### src/rtl/dsp_ctrl_pkg.sv
// dsp_ctrl_pkg
//   Shared definitions for the DSP48A1-style MAC sequencer:
//   - controller state encoding
//   - OPMODE field encodings (X mux in bits [1:0], Z mux in bits [3:2])
//     and the two OPMODE words the sequencer issues
//   - depth of the slice's registered data path (A/B -> M -> P)
package dsp_ctrl_pkg;

    typedef enum logic [2:0] {
        ST_IDLE  = 3'd0,
        ST_CLEAR = 3'd1,
        ST_RUN   = 3'd2,
        ST_DRAIN = 3'd3,
        ST_DONE  = 3'd4
    } state_t;

    localparam int OPM_W = 8;

    localparam logic [1:0] X_ZERO = 2'b00;
    localparam logic [1:0] X_M    = 2'b01;
    localparam logic [1:0] Z_ZERO = 2'b00;
    localparam logic [1:0] Z_P    = 2'b10;

    // P = M for the first product, P = P + M for every later one.
    localparam logic [OPM_W-1:0] OPM_FIRST = {4'b0000, Z_ZERO, X_M};
    localparam logic [OPM_W-1:0] OPM_ACC   = {4'b0000, Z_P, X_M};

    // AREG/BREG, MREG and PREG are all enabled.
    localparam int SLICE_DEPTH = 3;

endpackage

### src/rtl/dsp_mac_sequencer_if.sv
// dsp_mac_sequencer_if
//   Bundles the sequencer's command, sample, slice-control and result
//   signals.
//   slave  : the sequencer (takes start/len, in_valid, res_ready;
//            drives busy, in_ready, slice enables/reset/opmode, res_valid)
//   master : the surrounding logic / testbench
//
//   start, len          command strobe and term count
//   busy                sequencer not idle
//   in_valid, in_ready  A/B sample handshake
//   ce_ab, ce_m, ce_p   slice clock enables (CEA/CEB, CEM, CEP)
//   rst_p               slice RSTP (synchronous clear of P)
//   opmode              slice OPMODE
//   res_valid,res_ready result handshake
interface dsp_mac_sequencer_if #(
    parameter int LEN_W = 8
);
    logic                             start;
    logic [LEN_W-1:0]                 len;
    logic                             busy;
    logic                             in_valid;
    logic                             in_ready;
    logic                             ce_ab;
    logic                             ce_m;
    logic                             ce_p;
    logic                             rst_p;
    logic [dsp_ctrl_pkg::OPM_W-1:0]   opmode;
    logic                             res_valid;
    logic                             res_ready;

    modport slave (
        input  start, len, in_valid, res_ready,
        output busy, in_ready, ce_ab, ce_m, ce_p, rst_p, opmode, res_valid
    );

    modport master (
        output start, len, in_valid, res_ready,
        input  busy, in_ready, ce_ab, ce_m, ce_p, rst_p, opmode, res_valid
    );

endinterface

### src/rtl/dsp_mac_sequencer.sv
// dsp_mac_sequencer
//   Sequences one DSP48A1-style slice (AREG=BREG=MREG=PREG=1,
//   OPMODEREG=0, sync reset on P) through an N-term multiply-accumulate
//   P = sum(A_i * B_i). A/B data go straight from the source to the
//   slice; this block only steers the enables, the P clear and OPMODE,
//   and presents the result while P is frozen.
//
//   clk   in   clock
//   rst   in   asynchronous, active-high reset
//   bus   slave modport of dsp_mac_sequencer_if (command, sample and
//         result handshakes, slice controls)
//
//   state    | meaning
//   ---------+-----------------------------------------------------------
//   IDLE     | waiting for start; len captured into rem on start
//   CLEAR    | one cycle of rst_p to zero P, arms the first-product flag
//   RUN      | accepting samples; each accept decrements rem
//   DRAIN    | last sample taken, waiting for M and P stages to settle
//   DONE     | P holds the sum, res_valid high until res_ready
module dsp_mac_sequencer #(
    parameter int                             LEN_W     = 8,
    parameter logic [dsp_ctrl_pkg::OPM_W-1:0] OPM_FIRST = dsp_ctrl_pkg::OPM_FIRST,
    parameter logic [dsp_ctrl_pkg::OPM_W-1:0] OPM_ACC   = dsp_ctrl_pkg::OPM_ACC
) (
    input  logic                  clk,
    input  logic                  rst,
    dsp_mac_sequencer_if.slave    bus
);
    import dsp_ctrl_pkg::*;

    state_t           state;
    state_t           state_nxt;
    logic [LEN_W-1:0] rem;
    logic [LEN_W-1:0] rem_nxt;
    logic             first;
    logic             first_nxt;
    logic             v_m;
    logic             v_p;
    logic             in_ready_c;
    logic             fire;

    assign fire = in_ready_c & bus.in_valid;

    always_ff @(posedge clk or posedge rst) begin
        if (rst) begin
            state <= ST_IDLE;
            rem   <= '0;
            first <= 1'b0;
            v_m   <= 1'b0;
            v_p   <= 1'b0;
        end else begin
            state <= state_nxt;
            rem   <= rem_nxt;
            first <= first_nxt;
            // valid flags track a sample through the M and P registers
            v_m   <= fire;
            v_p   <= v_m;
        end
    end

    always_comb begin
        state_nxt  = state;
        rem_nxt    = rem;
        first_nxt  = first;
        in_ready_c = 1'b0;
        bus.rst_p     = 1'b0;
        bus.res_valid = 1'b0;

        // the first product has been written into P
        if (v_p) begin
            first_nxt = 1'b0;
        end

        case (state)
            ST_IDLE: begin
                if (bus.start) begin
                    rem_nxt   = bus.len;
                    state_nxt = ST_CLEAR;
                end
            end
            ST_CLEAR: begin
                bus.rst_p = 1'b1;
                first_nxt = 1'b1;
                state_nxt = (rem != '0) ? ST_RUN : ST_DONE;
            end
            ST_RUN: begin
                in_ready_c = 1'b1;
                if (bus.in_valid) begin
                    rem_nxt = rem - LEN_W'(1);
                    if (rem == LEN_W'(1)) begin
                        state_nxt = ST_DRAIN;
                    end
                end
            end
            ST_DRAIN: begin
                // With v_m clear, v_p drops on this same edge, so the
                // final P load is the one happening now and DONE can be
                // entered next cycle with both flags at zero.
                if (!v_m) begin
                    state_nxt = ST_DONE;
                end
            end
            ST_DONE: begin
                bus.res_valid = 1'b1;
                if (bus.res_ready) begin
                    state_nxt = ST_IDLE;
                end
            end
            default: begin
                state_nxt = ST_IDLE;
            end
        endcase
    end

    assign bus.busy     = (state != ST_IDLE);
    assign bus.in_ready = in_ready_c;
    assign bus.ce_ab    = fire;
    assign bus.ce_m     = v_m;
    assign bus.ce_p     = v_p;
    assign bus.opmode   = v_p ? (first ? OPM_FIRST : OPM_ACC) : '0;

endmodule
### src/flat_wrapper.sv
// flat-port wrapper written by rule: the top's interface ports become plain ports
module dsp_mac_sequencer_flat import dsp_ctrl_pkg::*;
#(
    parameter int                             LEN_W     = 8,
    parameter logic [dsp_ctrl_pkg::OPM_W-1:0] OPM_FIRST = dsp_ctrl_pkg::OPM_FIRST,
    parameter logic [dsp_ctrl_pkg::OPM_W-1:0] OPM_ACC   = dsp_ctrl_pkg::OPM_ACC
)
  (clk, rst, bus_start, bus_len, bus_in_valid, bus_res_ready, bus_busy, bus_in_ready, bus_ce_ab, bus_ce_m, bus_ce_p, bus_rst_p, bus_opmode, bus_res_valid);
  dsp_mac_sequencer_if #(.LEN_W(LEN_W)) bus_i ();
  input  logic clk;
  input  logic rst;
  input wire logic [$bits(bus_i.start)-1:0] bus_start;
  input wire logic [$bits(bus_i.len)-1:0] bus_len;
  input wire logic [$bits(bus_i.in_valid)-1:0] bus_in_valid;
  input wire logic [$bits(bus_i.res_ready)-1:0] bus_res_ready;
  output wire logic [$bits(bus_i.busy)-1:0] bus_busy;
  output wire logic [$bits(bus_i.in_ready)-1:0] bus_in_ready;
  output wire logic [$bits(bus_i.ce_ab)-1:0] bus_ce_ab;
  output wire logic [$bits(bus_i.ce_m)-1:0] bus_ce_m;
  output wire logic [$bits(bus_i.ce_p)-1:0] bus_ce_p;
  output wire logic [$bits(bus_i.rst_p)-1:0] bus_rst_p;
  output wire logic [$bits(bus_i.opmode)-1:0] bus_opmode;
  output wire logic [$bits(bus_i.res_valid)-1:0] bus_res_valid;
  assign bus_i.start = bus_start;
  assign bus_i.len = bus_len;
  assign bus_i.in_valid = bus_in_valid;
  assign bus_i.res_ready = bus_res_ready;
  assign bus_busy = bus_i.busy;
  assign bus_in_ready = bus_i.in_ready;
  assign bus_ce_ab = bus_i.ce_ab;
  assign bus_ce_m = bus_i.ce_m;
  assign bus_ce_p = bus_i.ce_p;
  assign bus_rst_p = bus_i.rst_p;
  assign bus_opmode = bus_i.opmode;
  assign bus_res_valid = bus_i.res_valid;
  dsp_mac_sequencer #(.LEN_W(LEN_W), .OPM_FIRST(OPM_FIRST), .OPM_ACC(OPM_ACC)) u_core (.clk(clk), .rst(rst), .bus(bus_i));
endmodule
### config.mk
export PLATFORM = sky130hd
export DESIGN_NAME = dsp_mac_sequencer_flat
export DESIGN_NICKNAME = d
export VERILOG_FILES = /design/src/rtl/dsp_ctrl_pkg.sv /design/src/rtl/dsp_mac_sequencer_if.sv /design/src/rtl/dsp_mac_sequencer.sv /design/src/flat_wrapper.sv
export SDC_FILE = /design/constraint.sdc
export NUM_CORES = 1
export LEC_CHECK = 0
export CAP_MARGIN = 20
export CORE_MARGIN = 2
export CORE_UTILIZATION = 45
export CTS_CLUSTER_DIAMETER = 50
export DETAILED_ROUTE_END_ITERATION = 6
export MAX_ROUTING_LAYER = met4
export PLACE_DENSITY = 0.78
export SYNTH_ARGS = -nofsm -noshare
export SYNTH_HDL_FRONTEND = slang
export SYNTH_SLANG_ARGS = --single-unit
### constraint.sdc
create_clock -name clk -period 2.9 [get_ports clk]
set_clock_uncertainty 0.05 [all_clocks]
set_input_delay 0.725 -clock clk [delete_from_list [all_inputs] [get_ports clk]]
set_output_delay 0.725 -clock clk [all_outputs]
set_load 0.02 [all_outputs]
# --- Word-level counts from Yosys, hierarchy flattened ---
# Cells that the tools add are included.
totals:
  output_inout_bits: 15
  wordCells: 41
  inputBits: 13
  register_bits: 14
classes:
  eq_ne: 10
  bitwise: 1
  n_reduce_logical: 7
  n_addsub: 1
  n_mux: 17
ops:
  columns: ["operator", "n"]
  rows:
  - ["2-to-1 mux 8 bit", 3]
  - ["2-to-1 mux 3 bit", 6]
  - ["one-hot mux 8 bit (2 select lines)", 1]
  - ["one-hot mux 3 bit (5 select lines)", 1]
  - ["== test 8 x 1 -> 1 bit (second input constant)", 1]
  - ["inequality test 2 bit (second input constant)", 4]
  - ["nonzero test 8 bit", 1]
  - ["subtractor 8 x 1 -> 8 bit (second input constant)", 1]
  - ["== test 3 x 2 -> 1 bit (second input constant)", 2]
  - ["2-to-1 mux 1 bit", 5]
  - ["AND reduction 5 bit", 1]
  - ["2-to-1 mux 4 bit", 1]
  - ["nonzero test 2 bit", 2]
  - ["== test 3 x 1 -> 1 bit (second input constant)", 1]
  - ["== test 3 bit (second input constant)", 1]
  - ["logical NOT 3 bit", 1]
  - ["AND reduction 3 bit", 1]
  - ["nonzero test 3 bit", 1]
  - ["inequality test 2 x 1 -> 1 bit (second input constant)", 1]
  - ["bitwise AND 1 bit", 1]

# --- Depth between registers and ports, before layout ---
depth:
  ltp_word: 4
  mapped_depth: 7
  mapped_depth_nobuf: 6

# --- Least setup slack after synthesis ---
# Ideal clock, no wire load.
synth_path:
  path_type: "in2out"
  startpoint: "input bus_in_valid"
  endpoint: "output bus_ce_ab"
  setup_slack_ns: 0.392
  path_buffers: 2
  arrival_time_ns: 1.733
  t_required_ns: 2.125
  path_stages: 5
  cell_sequence: "mux2i_1 or3_1 buf_2 clkbuf_1 nor2_1"
synth_via:
  elab_chain_len: 1
synth_lines:
  columns: ["element", "line", "rtl"]
  rows:
  - ["start: declaration", "flat_wrapper.sv:14", "input wire logic [$bits(bus_i.in_valid)-1:0] bus_in_valid;"]
  - ["bitwise AND 1 bit", "dsp_mac_sequencer.sv:42", "assign fire = in_ready_c & bus.in_valid;"]
  - ["end: declaration", "flat_wrapper.sv:18", "output wire logic [$bits(bus_i.ce_ab)-1:0] bus_ce_ab;"]
# Every way passes these cells.

# --- Worst setup path after layout ---
# Same ends and word-level chain as after synthesis.

==> flow_metrics.tcl <==
set metrics [dict create \
    outcome "finished clean" \
    post_drt_wl_per_cell_um 12.6 \
    routabilityCongestion 0.746 \
    netlist_instances 99 \
    arrival_ns 1.98 \
    antenna_found_initial 0 \
    rrSetupSlack_ns 0.99 \
    die_y_um 48.0 \
    yosysSeqAreaShare_pct 40.2 \
    slowest_delay_ns 0.46 \
    drt_iter0_markers 18 \
    post-place-ws_ns -0.284 \
    critPathCaptureType "output port" \
    drc 0 \
    ys_ff_latch 14 \
    yosys_warnings 0 \
    cp_cell_sequence "clkdlybuf4s50_1, mux2i_1, or3_1, nor2_1, clkbuf_2" \
    drv_cap 0 \
    grt-ovfl-total 0 \
    finalNonFillerCells 145 \
    row_count 15 \
    power_density_nw_per_um2 1100 \
    via_count 765 \
    hold_buffers 0 \
    power.leakage_nw 0.486 \
    cts_buffer_depth 2 \
    core_area_sq_um 1760 \
    synth_flop_cell "dfrtp_1" \
    initial_utilization_pct 49.4 \
    fillers 167 \
    min_path_cells 0 \
    place_inst 141 \
    antenna_cells 0 \
    r2r_cells 5 \
    critical_path_class "input port to output port" \
    fin_crit_sh_pct 95.0 \
    clock_sinks 14 \
    cp_top_family "buffers and inverters" \
    yosysMostFrequentCell "dfrtp_1" \
    worst_ir_drop_vdd_mv 0.500 \
    dieArea_sq_um 2300 \
    slew_headroom_pct 63.9 \
    postRouteAntennaNets 0 \
    cts_buffers 3 \
    avgSynthCellArea_sq_um 8.80 \
    io_pins 28 \
    clkLatencyLatePin_ns 0.28 \
    dieWidth_um 48.0 \
    post_cts_resized 2 \
    min_period_ns 2.75 \
    crit_path_start "bus_in_valid" \
    drive_gt1_share_pct 12.5 \
    worstPathRequired_ns 2.12 \
    grt_pass1_wl_um 3040 \
    clkTransAtPathRegs_ns 0.09 \
    cp_max_fo 2 \
    track_usage_pct 20.0 \
    port_buffers 21 \
    hpwl_um 1380 \
    cts_tree "done" \
    slowest_stage "clkdlybuf4s50_1" \
    final_nets 136 \
    worst_slack_ns 0.146 \
    path_buf_inv 2 \
    synth_cell_types 33 \
    vias_per_cell 5.28 \
    min_path_type "register to register" \
    synth_top_area_cell "dfrtp_1" \
    root_buffer "clkbuf_4" \
    htree_levels 1 \
    r2r-start "u_core.state[0]" \
    drt_wl_total_um 1830 \
    synth_top_area_share_pct 40.2 \
    grt_pass1_vias 721 \
    tightest_slew_ns 0.541 \
    min_to "u_core.bus.ce_p" \
    synth-edff-count 0 \
    drt_first_pass_iters 4 \
    ys_top_cells_by_count "dfrtp_1, nor2_1, a21oi_1" \
    reg2reg_to "u_core.rem[7]" \
    rsz0062_at_grt "false" \
    synth_area_leaders "dfrtp_1, buf_4, a21oi_1" \
    finalHoldViolCount 0 \
    setup_viol 0 \
    cts_setup_buffers 0 \
    min_from "u_core.bus.ce_m" \
    async_reset_ff_share_pct 100 \
    worst_setup_path_start_kind "input port" \
    max_freq_mhz 363 \
    synth_area_sq_um 871 \
    area_delta_synth_final_pct 27.4 \
    slew_violations 0 \
    grt_max_degree 18 \
]
## where the power goes
group	internal (mW)	total (mW)	switching [mW]
Clock	0.0764	0.142	0.0653
Sequential	0.290	0.401	0.111
Combinational	0.317	0.673	0.356
Total	0.683	1.22	0.533
## worst max-delay path by stage
stage	to	slack, ns	cells past startpoint
6_report	bus_ce_ab	0.15	5
5_1_grt	bus_ce_ab	0.07	5
4_1_cts	bus_ce_ab	0.006	5
3_5_place_dp	bus_ce_ab	-0.28	5
3_3_place_gp	bus_ce_ab	-0.23	5
2_1_floorplan	bus_ce_ab	0.39	5
## final cells by class
| type | count | area [sq um] | area share (%) |
|---|---|---|---|
| well taps | 25 | 31.3 | 2.82 |
| multi-input cells | 69 | 424 | 38.2 |
| inverters | 8 | 30.0 | 2.71 |
| flip-flops and latches | 14 | 350 | 31.6 |
| clock buffers | 4 | 36.3 | 3.27 |
| repair buffers | 25 | 238 | 21.4 |
## cell families after synthesis
| group | after synthesis | synth area share [%] |
|---|---|---|
| AO/OA/AOI/OAI | 29 | 22.1 |
| multiplexers | 1 | 1.15 |
| adder cells (fa/ha/maj) | 2 | 2.87 |
| flip-flops | 14 | 40.2 |
| other | 1 | 0.431 |
| AND/OR/NAND/NOR | 31 | 20.0 |
| buffers and inverters | 21 | 13.2 |
## layout by cell type, fill, tap and decap left out, types with 2 or more instances in the layout
cell             count
nor3_1               3
o22a_1               3
clkbuf_4             3
inv_1                8
nor4_1               3
dfrtp_1             14
ha_1                 2
clkdlybuf4s50_1     19
a21oi_1             10
nor2_1              13
buf_4                4
o21ai_0              5
a31oi_1              3
conb_1               6
or3_1                4
## metal layers
metal | global-route usage (%) | up-vias | part of all wire, %
met5 | - | - | 0
met4 | 12.4 | 0 | 1.7
met3 | 3.02 | 4 | 4.8
met2 | 30.4 | 25 | 47
met1 | 24.6 | 353 | 46
li1 | - | 383 | -
## sequential cells by signal, summed over array words and instances, names as in the netlist
signal and flops:
u_core.rem 8, u_core.state 3, u_core.bus.ce_p 1, u_core.first 1, u_core.bus.ce_m 1
## through the flow
step / hold slack [ns] / setup TNS [ns] / area [sq um] / utilization (%) / power (mW)
after floorplan: 0.400 / 0 / 890 / - / 0.862
after global placement: 0.377 / -0.231 / 1080 / 61.0 / 1.06
after detailed placement: 0.410 / -0.284 / 1080 / 61.0 / 1.09
after CTS: 0.426 / 0 / 1110 / 63.0 / 1.23
after global routing: 0.438 / 0 / 1110 / 62.9 / 1.32
final: 0.429 / 0 / 1110 / 62.9 / 1.22
Power figures use the tool's default switching activity.
